--- src/rtl/dat_tx_framer.sv ---
// SD DAT0 transmit framer: start bit, MSB-first FIFO payload, optional CRC16, end bit.
// Define DAT_TX_CRC_EN to include the CRC16-CCITT stage between payload and end bit.
module dat_tx_framer #(
    parameter int unsigned WORD_W = 32
) (
    input  logic              clock,
    input  logic              reset,
    input  logic              sd_tick,
    input  logic              start,
    input  logic [3:0]        blockSize,
    input  logic [WORD_W-1:0] fromFifo_toPS,
    input  logic              fifo_empty,
    output logic              pop,
    output logic              dat_out,
    output logic              dat_oe,
    output logic              busy,
    output logic              block_done,
    output logic              underrun
);
    typedef enum logic [2:0] {StIdle, StStart, StData, StCrc, StEnd, StDone} state_e;

    state_e            state_q, state_d;
    logic [WORD_W-1:0] shift_q, shift_d;
    logic [4:0]        bit_cnt_q, bit_cnt_d;
    logic [4:0]        word_cnt_q, word_cnt_d;
    logic              abort_q, abort_d;
    logic              pop_q, pop_d;
    logic              dat_out_q, dat_out_d;
    logic              dat_oe_q, dat_oe_d;
    logic              busy_q, busy_d;
    logic              done_q, done_d;
    logic              underrun_q, underrun_d;
`ifdef DAT_TX_CRC_EN
    logic [15:0]       crc_q, crc_d, crc_next;

    // The bit on the line completes at this tick; fold it into the CRC.
    always_comb begin
        crc_next = {crc_q[14:0], 1'b0};
        if (crc_q[15] ^ dat_out_q) begin
            crc_next = crc_next ^ 16'h1021;
        end
    end
`endif

    always_comb begin
        state_d    = state_q;
        shift_d    = shift_q;
        bit_cnt_d  = bit_cnt_q;
        word_cnt_d = word_cnt_q;
        abort_d    = abort_q;
        pop_d      = 1'b0;
        dat_out_d  = dat_out_q;
        dat_oe_d   = dat_oe_q;
        busy_d     = busy_q;
        done_d     = 1'b0;
        underrun_d = 1'b0;
`ifdef DAT_TX_CRC_EN
        crc_d      = crc_q;
`endif
        unique case (state_q)
            StIdle: begin
                if (start) begin
                    if (!fifo_empty) begin
                        word_cnt_d = (blockSize == 4'd0) ? 5'd16 : {1'b0, blockSize};
                        pop_d      = 1'b1;
                        busy_d     = 1'b1;
                        abort_d    = 1'b0;
`ifdef DAT_TX_CRC_EN
                        crc_d      = 16'h0000;
`endif
                        state_d    = StStart;
                    end else begin
                        underrun_d = 1'b1;
                    end
                end
            end
            StStart: begin
                if (sd_tick) begin
                    if (!dat_oe_q) begin
                        dat_oe_d  = 1'b1;
                        dat_out_d = 1'b0;
                    end else begin
                        shift_d   = fromFifo_toPS;
                        dat_out_d = fromFifo_toPS[WORD_W-1];
                        bit_cnt_d = 5'd31;
                        state_d   = StData;
                    end
                end
            end
            StData: begin
                if (sd_tick) begin
`ifdef DAT_TX_CRC_EN
                    crc_d = crc_next;
`endif
                    if (bit_cnt_q != 5'd0) begin
                        shift_d   = {shift_q[WORD_W-2:0], 1'b0};
                        dat_out_d = shift_q[WORD_W-2];
                        bit_cnt_d = bit_cnt_q - 5'd1;
                        // Request the next word two bits early so it is stable at load time.
                        if (bit_cnt_q == 5'd2 && word_cnt_q != 5'd1) begin
                            if (fifo_empty) begin
                                underrun_d = 1'b1;
                                abort_d    = 1'b1;
                            end else begin
                                pop_d = 1'b1;
                            end
                        end
                    end else begin
                        word_cnt_d = word_cnt_q - 5'd1;
                        if (abort_q) begin
                            dat_oe_d  = 1'b0;
                            dat_out_d = 1'b1;
                            busy_d    = 1'b0;
                            state_d   = StIdle;
                        end else if (word_cnt_q == 5'd1) begin
`ifdef DAT_TX_CRC_EN
                            crc_d     = {crc_next[14:0], 1'b0};
                            dat_out_d = crc_next[15];
                            bit_cnt_d = 5'd15;
                            state_d   = StCrc;
`else
                            dat_out_d = 1'b1;
                            state_d   = StEnd;
`endif
                        end else begin
                            shift_d   = fromFifo_toPS;
                            dat_out_d = fromFifo_toPS[WORD_W-1];
                            bit_cnt_d = 5'd31;
                        end
                    end
                end
            end
`ifdef DAT_TX_CRC_EN
            StCrc: begin
                if (sd_tick) begin
                    if (bit_cnt_q != 5'd0) begin
                        dat_out_d = crc_q[15];
                        crc_d     = {crc_q[14:0], 1'b0};
                        bit_cnt_d = bit_cnt_q - 5'd1;
                    end else begin
                        dat_out_d = 1'b1;
                        state_d   = StEnd;
                    end
                end
            end
`endif
            StEnd: begin
                if (sd_tick) begin
                    dat_oe_d = 1'b0;
                    state_d  = StDone;
                end
            end
            StDone: begin
                done_d  = 1'b1;
                busy_d  = 1'b0;
                state_d = StIdle;
            end
            default: begin
                state_d = StIdle;
            end
        endcase
    end

    always_ff @(posedge clock or negedge reset) begin
        if (!reset) begin
            state_q    <= StIdle;
            shift_q    <= '0;
            bit_cnt_q  <= 5'd0;
            word_cnt_q <= 5'd0;
            abort_q    <= 1'b0;
            pop_q      <= 1'b0;
            dat_out_q  <= 1'b1;
            dat_oe_q   <= 1'b0;
            busy_q     <= 1'b0;
            done_q     <= 1'b0;
            underrun_q <= 1'b0;
`ifdef DAT_TX_CRC_EN
            crc_q      <= 16'h0000;
`endif
        end else begin
            state_q    <= state_d;
            shift_q    <= shift_d;
            bit_cnt_q  <= bit_cnt_d;
            word_cnt_q <= word_cnt_d;
            abort_q    <= abort_d;
            pop_q      <= pop_d;
            dat_out_q  <= dat_out_d;
            dat_oe_q   <= dat_oe_d;
            busy_q     <= busy_d;
            done_q     <= done_d;
            underrun_q <= underrun_d;
`ifdef DAT_TX_CRC_EN
            crc_q      <= crc_d;
`endif
        end
    end

    assign pop        = pop_q;
    assign dat_out    = dat_out_q;
    assign dat_oe     = dat_oe_q;
    assign busy       = busy_q;
    assign block_done = done_q;
    assign underrun   = underrun_q;

endmodule

--- config.mk ---
export PLATFORM = sky130hd
export DESIGN_NAME = dat_tx_framer
export DESIGN_NICKNAME = d
export VERILOG_FILES = /design/src/rtl/dat_tx_framer.sv
export SDC_FILE = /design/constraint.sdc
export NUM_CORES = 1
export LEC_CHECK = 0
export ABC_AREA = 0
export CELL_PAD_IN_SITES_DETAIL_PLACEMENT = 1
export CELL_PAD_IN_SITES_GLOBAL_PLACEMENT = 2
export CORE_MARGIN = 8
export CORE_UTILIZATION = 30
export DETAILED_ROUTE_END_ITERATION = 8
export PLACE_DENSITY = 0.66
export SYNTH_ARGS = -nofsm -noshare
export SYNTH_HDL_FRONTEND = slang
export SYNTH_SLANG_ARGS = --single-unit
export TNS_END_PERCENT = 10
--- constraint.sdc ---
create_clock -name clock -period 2.77 [get_ports clock]
set_clock_uncertainty 0.1 [all_clocks]
set_input_delay 0.831 -clock clock [delete_from_list [all_inputs] [get_ports clock]]
set_output_delay 0.831 -clock clock [all_outputs]
set_load 0.01 [all_outputs]
**Word-level counts from Yosys, hierarchy flattened**

Index checks and enable logic that the tools add are counted.

- Register bits after elaboration: 51
- Bits of input ports: 41
- Word-level logic and storage cells: 115

- $add $sub $neg: 2
- Equal/unequal tests: 21
- Multiplexer cells: 66
- Reduce and logical (&&, ||, !) cells: 15

Operators with widths:

| kind | count |
|---|---|
| two-way mux 31 bit | 6 |
| one-hot mux 31 bit (2 select lines) | 1 |
| two-way mux 5 bit | 11 |
| two-way mux 1 bit | 30 |
| two-way mux 3 bit | 9 |
| inequality test 2 bit, second input constant | 11 |
| one-hot mux 5 bit (2 select lines) | 2 |
| AND reduction 6 bit | 3 |
| one-hot mux 3 bit (4 select lines) | 1 |
| subtractor 5 x 1 -> 5 bit, second input constant | 2 |
| inequality test 3 bit, second input constant | 3 |
| one-hot mux 1 bit (2 select lines) | 4 |
| AND reduction 8 bit | 1 |
| AND reduction 7 bit | 1 |
| == test 3 bit, second input constant | 2 |
| one-hot mux 1 bit (3 select lines) | 2 |
| nonzero test 3 bit | 2 |
| == test 5 x 1 -> 1 bit, second input constant | 1 |
| == test 5 x 2 -> 1 bit, second input constant | 1 |
| inequality test 5 x 1 -> 1 bit, second input constant | 1 |
| AND reduction 5 bit | 1 |
| nonzero test 5 bit | 1 |
| logical NOT 4 bit | 1 |
| nonzero test 2 bit | 2 |
| 5 further kinds | 5 |

**Logic depth before layout (Yosys ltp)**

Gate-level depths: netlist (run 1).

- Depth in word-level cells: 6
- Mapped depth: 9

**Worst setup path before layout (run 1)**

No wires, ideal clock.

- Path type: in2reg
- Start point: input sd_tick
- End point: register shift_q[16]
- Setup time: 127 ps
- Data arrival time: 2147 ps
- Slack: 396 ps
- Stages on the path: 8
- Buffers on the path: 4
- Cells stage by stage: clkbuf_2 -> nor2b_1 -> buf_2 -> o21ai_0 -> a21o_4 -> buf_12 -> buf_8 -> mux2_1

- Longest elaborated chain between the ends: 2
- Elaborated cells on any way between the ends: 3
- Those cells by class: eq/ne: 2; reduce/logical: 1

RTL lines:

| what | line | text |
|---|---|---|
| start: declaration | 8 | `input logic sd_tick,` |
| inequality test 2 bit (no source line) | n/a |  |
| AND reduction 6 bit (no source line) (*) | n/a |  |
| end signal: assignment | 182 | `shift_q <= shift_d;` |
| end: declaration | 23 | `logic [WORD_W-1:0] shift_q, shift_d;` |

Mark *: on every way between the ends. The rest lies on a longest branch, timed or not.
A chain may end at the register's enable or synchronous reset.

**Worst setup path after layout (run 1)**

- Start point: register bit_cnt_q[0]
- End point: register shift_q[10]

- Longest elaborated chain between the ends: 4
- Elaborated cells on any way between the ends: 7
- Those cells by class: eq/ne: 2; mux: 3; reduce/logical: 2

RTL lines:

| what | line | text |
|---|---|---|
| start: declaration | 24 | `logic [4:0] bit_cnt_q, bit_cnt_d;` |
| start signal: assignment | 183 | `bit_cnt_q <= bit_cnt_d;` |
| nonzero test 5 bit (*) | 95 | `if (bit_cnt_q != 5'd0) begin` |
| two-way mux 31 bit | 95 |  |
| two-way mux 31 bit | 91 | `if (sd_tick) begin` |
| one-hot mux 31 bit (2 select lines) | 60 | `unique case (state_q)` |

Mark *: on every way between the ends. The rest lies on a longest branch, timed or not. The select of a mux whose other input is x is not followed.

==> flow_summary.ini, run 1 <==
[yosys]
netlist_area_um2 = 2900
synth.yosys.seq_area_share_pct = 44.0
synth_edf_count = 0
syn-num-nets = 285
ys_ff_latch = 51
ys_warn_count = 0
synthArstFlopShare_pct = 100
avgSynthCellArea_um2 = 12.2
syn_inst = 239
synth_cell_type_count = 52
synth_top_flop_cell = dfrtp_1

[critical_path]
timing.rr.end = shift_q[10]$_DFFE_PN0P_
worst_ep_required_time_ns = 2.87
cp-start-kind = flip-flop
cp_top_family = simple AND/OR/NAND/NOR gates
worstSetupEndpointType = flip-flop
critPathMaxStageDelay_ns = 0.57
worst-path-buf-inv = 2
rrSetupSlack_ns = 0.32
rr_startpoint = bit_cnt_q[0]$_DFFE_PN0P_
critPathSlowestCell = or4b_1
crit_type = reg -> reg
r2r_cells = 7
worstPathArrival_ns = 2.55
path_max_fanout = 8
path_cells = inv_1 > ha_1 > or4b_1 > nand2_4 > buf_4 > mux2_1 > mux2_4

[detailed_routing]
routed_wl_um = 6640
drc = 0
wl_per_cell_um = 15.5
detail-route-antenna-nets = 0
num_vias = 1989
vias_per_cell = 4.65
drtIter0Drc = 73
dr.pass1.iters = 4

[run_status]
status = finished clean

[timing]
holdWs_ns = 0.301
timing.fmax_mhz = 408
rsz0062_at_grt = no
hold_violations = 0
tightest_slew_ns = 0.419
tns_ns = 0
final.min_clock_period_ns = 2.45
setup_viol = 0
timing.final.crit_share_pct = 88.5
relSlewSlack_pct = 71.7
drv_slew = 0

[final_layout]
num-fill-cells = 1054
nets = 340
area_growth_syn_to_layout_pct = 26.8
layout_commonest_cell = dfrtp_1
layout-drive-gt1-share_pct = 22.7
num_antenna_cells = 0
layout_common_cells = dfrtp_1 (50), clkdlybuf4s50_1 (45), mux2_1 (28), mux2_4 (20), mux2_2 (13)
final_area_um2 = 3680

[place]
port_buffers = 46
placed_area_um2 = 3590
hpwl_um = 4840
place_congestion = 0.732

[floorplan]
pin_count = 47
die_w_um = 114
dieArea_um2 = 13100
core_area_um2 = 9590
die_height_um = 114
start_util_pct = 30.3
rows = 36

[clock_network]
clockBufferDepth = 2
clock_latency_ns = 0.31
root_buffer = clkbuf_8
cts_resized = 0
clk_pin_slew_worst_paths_ns = 0.10
cts_made_buffers = 5
post_cts_buffers = 0
cts_tree = yes
ctsHoldBuffers = 0
cts.sinks = 51
htree_levels = 2

[pwr]
p_leak_uw = 0.00161
power_uw = 3270
max-vdd-ir-drop_mv = 0.296
powerDensity_nw_per_um2 = 887

[job]
maxCapViolCount = 0

[grt]
antenna_found_initial = 0
grt_pass1_wl_um = 11200
met2_usage_pct = 17.1
track_usage_pct = 10.8
grtUsageMet1_pct = 14.1
grt_pass1_vias = 2147
grt_overflow = 0
grt_max_degree = 42
top_usage_layer = met2
met3_usage_pct = 2.58

[min_path]
min_path_type = in -> async
==> flip-flops by register name, summed over array words and instances, names as in the netlist <==
register / flops
word_cnt_q: 5
shift_q: 31
block_done: 1
pop: 1
bit_cnt_q: 5
dat_out: 1
abort_q: 1
state_q: 3
dat_oe: 1
busy: 1
underrun: 1
==> per-stage QoR <==
step / util [%] / worst slack [ns] / std cells
floorplan: - / 0.396 / 239
global placement: 37.5 / 0.0193 / 420
detailed placement: 37.5 / 0.0107 / 420
CTS: 38.4 / 0.286 / 428
global route: 38.4 / 0.205 / 428
finish: 38.4 / 0.317 / 428
==> layer usage <==
metal	share of wire, %	vias to the layer above
met3	3.8	4
met1	48	991
met5	0	-
met2	47	29
li1	-	965
met4	0.98	0
==> worst max path at each step <==
stage,start,to,slack (ns),depth (start not counted)
2_1_floorplan,sd_tick,shift_q[16]$_DFFE_PN0P_,0.40,8
3_3_place_gp,start,word_cnt_q[0]$_DFFE_PN0P_,0.02,5
3_5_place_dp,start,word_cnt_q[0]$_DFFE_PN0P_,0.01,5
4_1_cts,bit_cnt_q[0]$_DFFE_PN0P_,shift_q[10]$_DFFE_PN0P_,0.29,7
5_1_grt,bit_cnt_q[0]$_DFFE_PN0P_,shift_q[10]$_DFFE_PN0P_,0.20,7
6_report,bit_cnt_q[0]$_DFFE_PN0P_,shift_q[10]$_DFFE_PN0P_,0.32,7
==> logic make-up after synthesis <==
group / Yosys count / synth area share [%]
DFF: 51 / 44.0
and+or+nand+nor: 55 / 11.4
buffers and inverters: 27 / 6.16
AOI/OAI and AO/OA: 38 / 9.35
adders and majority gates: 5 / 2.15
muxes: 63 / 26.9
==> worst reg2reg max path: stages, from the launching register on <==
cell and delay [ns]:
dfrtp_1 0.40, inv_1 0.13, ha_1 0.17, or4b_1 0.57, nand2_4 0.20, buf_4 0.19, mux2_1 0.33, mux2_4 0.27
==> cell usage after synthesis (2+ instances only) <==
cell	n	share of area [%]
a21o_1	2	0.52
nand2_1	12	1.6
mux2_4	20	10
a31oi_1	2	0.43
or2_2	2	0.43
nor2b_1	4	0.86
mux2_2	13	5.0
buf_2	4	0.69
nor3b_1	2	0.52
mux2i_1	2	0.69
nor2_1	5	0.65
ha_1	5	2.2
inv_1	12	1.6
o31ai_1	3	0.78
dfrtp_1	50	43
nor3_1	6	1.0
a21boi_1	2	0.52
o41ai_1	2	0.60
nand3_1	5	0.86
nand2b_1	2	0.43
nor4b_1	2	0.60
a21oi_1	11	1.9
clkbuf_1	3	0.39
nand4_1	4	0.86
buf_12	3	2.1
buf_4	3	0.78
o21ai_0	6	1.0
mux2_1	28	11
==> layout make-up <==
type | instances | area [µm²] | share of cell area, %
repair buffers | 63 | 658 | 17.9
multi-input cells | 161 | 1450 | 39.3
well taps | 133 | 166 | 4.52
clock buffers | 6 | 72.6 | 1.97
flip-flops and latches | 51 | 1280 | 34.7
inverters | 12 | 45.0 | 1.22
clock inverters | 2 | 13.8 | 0.374
==> where the power goes <==
group	switching [µW]	internal, µW	leakage, µW
Clock	263	179	0.0000452
Sequential	221	1090	0.000595
Combinational	627	889	0.000972
Total	1110	2160	0.00161
Power figures use the tool's default switching activity.
==> run 2, diff against run 1 <==
- CTS_CLUSTER_SIZE: not set -> 24
==> results of run 2 <==
The final DEF is identical to that of run 1; final timing and power are the same.
==> run 3, diff against run 2 <==
- CORE_MARGIN: 8 -> 2
- CTS_CLUSTER_SIZE: 24 -> 10
==> run 3 against run 2 <==
Net effect: sequential share of layout area increased by 0.58 points; routed wire length decreased by 7.5%; global-route usage increased by 2.0 points; critical path type unchanged; count of clock-buffer cells in the layout decreased by 1.
==> flow_summary.ini, run 3 (same netlist as run 1, synthesis figures left out) <==
[final_layout]
area_growth_syn_to_layout_pct = 24.7
layout_commonest_cell = dfrtp_1
layout_common_cells = dfrtp_1 (50), clkdlybuf4s50_1 (45), mux2_1 (28), mux2_4 (20), mux2_2 (13)
layout-drive-gt1-share_pct = 21.5
num_antenna_cells = 0
final_util_pct = 38.8
nets = 335
largest_reg_flops = 31
top_regs = shift_q: 31 flops, bit_cnt_q: 5 flops, word_cnt_q: 5 flops
largest_register = shift_q

[critical_path]
timing.rr.end = shift_q[19]$_DFFE_PN0P_
path_max_fanout = 35
crit_start = bit_cnt_q[0]$_DFFE_PN0P_
worstSetupEndpointType = flip-flop
worst_ep_required_time_ns = 2.86
rrSetupSlack_ns = 0.23
r2r_cells = 7
cp-start-kind = flip-flop
worstPathArrival_ns = 2.63
rr_startpoint = bit_cnt_q[0]$_DFFE_PN0P_
endpoint = shift_q[19]$_DFFE_PN0P_
crit_type = reg -> reg

[floorplan]
pin_count = 47
dieArea_um2 = 10500
die_height_um = 102
core_area_um2 = 9330
start_util_pct = 31.1
die_w_um = 102
rows = 35

[detailed_routing]
detail-route-antenna-nets = 0
routed_wl_um = 6140
drtIter0Drc = 50
num_vias = 2008
dr.pass1.iters = 4
drc = 0
wl_per_cell_um = 14.7
vias_per_cell = 4.80

[job]
maxCapViolCount = 0

[grt]
grt_overflow = 0
grt_max_degree = 52
grt_pass1_wl_um = 10500
track_usage_pct = 12.8
antenna_found_initial = 0
grt_pass1_vias = 2163

[clock_network]
clk_pin_slew_worst_paths_ns = 0.09
cts_resized = 0
cts_tree = yes
cts_made_buffers = 5
htree_levels = 2
root_buffer = clkbuf_8
clockBufferDepth = 2
cts.sinks = 51
post_cts_buffers = 0
ctsHoldBuffers = 0
clock_latency_ns = 0.30

[timing]
timing.fmax_mhz = 393
setup_viol = 0
timing.final.crit_share_pct = 91.8
rsz0062_at_grt = no
tightest_slew_ns = 0.681
relSlewSlack_pct = 54.6
final.min_clock_period_ns = 2.54
hold_violations = 0
drv_slew = 0

[pwr]
powerDensity_nw_per_um2 = 904
p_leak_uw = 0.00158
max-vdd-ir-drop_mv = 0.284
power_uw = 3270

[place]
port_buffers = 46
hpwl_um = 4360
place_congestion = 0.781

[run_status]
status = finished clean

[min_path]
min_path_type = reg -> reg
## run 3: worst max-delay path, stage by stage (launching register included)
cell and delay [ns]:
dfrtp_1 0.41, inv_1 0.13, ha_1 0.17, or4b_1 0.63
nand2_4 0.13, buf_12 0.21, mux2_1 0.35, mux2_1 0.28
## run 3: worst min-delay path by stage
stage / cells after the start / slack, ns / endpoint / start
after floorplan: 1 / 0.36 / shift_q[16]$_DFFE_PN0P_ / shift_q[16]$_DFFE_PN0P_
after global placement: 1 / 0.37 / shift_q[18]$_DFFE_PN0P_ / shift_q[18]$_DFFE_PN0P_
after detailed placement: 1 / 0.38 / shift_q[18]$_DFFE_PN0P_ / shift_q[18]$_DFFE_PN0P_
after CTS: 1 / 0.40 / shift_q[18]$_DFFE_PN0P_ / shift_q[18]$_DFFE_PN0P_
after global routing: 1 / 0.42 / shift_q[18]$_DFFE_PN0P_ / shift_q[18]$_DFFE_PN0P_
final: 1 / 0.40 / shift_q[18]$_DFFE_PN0P_ / shift_q[18]$_DFFE_PN0P_
## run 3: where the power goes
part	total (µW)	switching (µW)	internal (µW)
sequential	1320	229	1090
combinational	1440	597	839
clock	522	257	265
## run 3: metal layers
metal / up-vias / GRT usage [%] / routed length [µm]
met5: - / 0 / 0
met4: 0 / 3.69 / 57
met3: 4 / 2.33 / 187
met2: 28 / 21.7 / 3000
met1: 1015 / 16.7 / 2890
li1: 961 / - / -
## run 3: per-stage QoR
| stage | instance area (µm²) | std cells | TNS, ns | worst slack, ns | hold WS [ns] |
|---|---|---|---|---|---|
| 3_3_place_gp | 3510 | 411 | 0 | 0.0309 | 0.369 |
| 6_report | 3620 | 418 | 0 | 0.228 | 0.396 |
| 3_5_place_dp | 3510 | 411 | -0.0230 | -0.0230 | 0.379 |
| 2_1_floorplan | 2900 | 239 | 0 | 0.396 | 0.357 |
| 5_1_grt | 3620 | 418 | 0 | 0.0855 | 0.424 |
| 4_1_cts | 3620 | 418 | 0 | 0.203 | 0.402 |
## run 3: cell type report
cell class	instances	area, µm²
Fill cell	1032	5710
Multi-Input combinational cell	161	1450
Sequential cell	51	1280
Timing Repair Buffer	58	583
Tap cell	129	161
Clock buffer	5	68.8
Inverter	12	45.0
Clock inverter	2	37.5
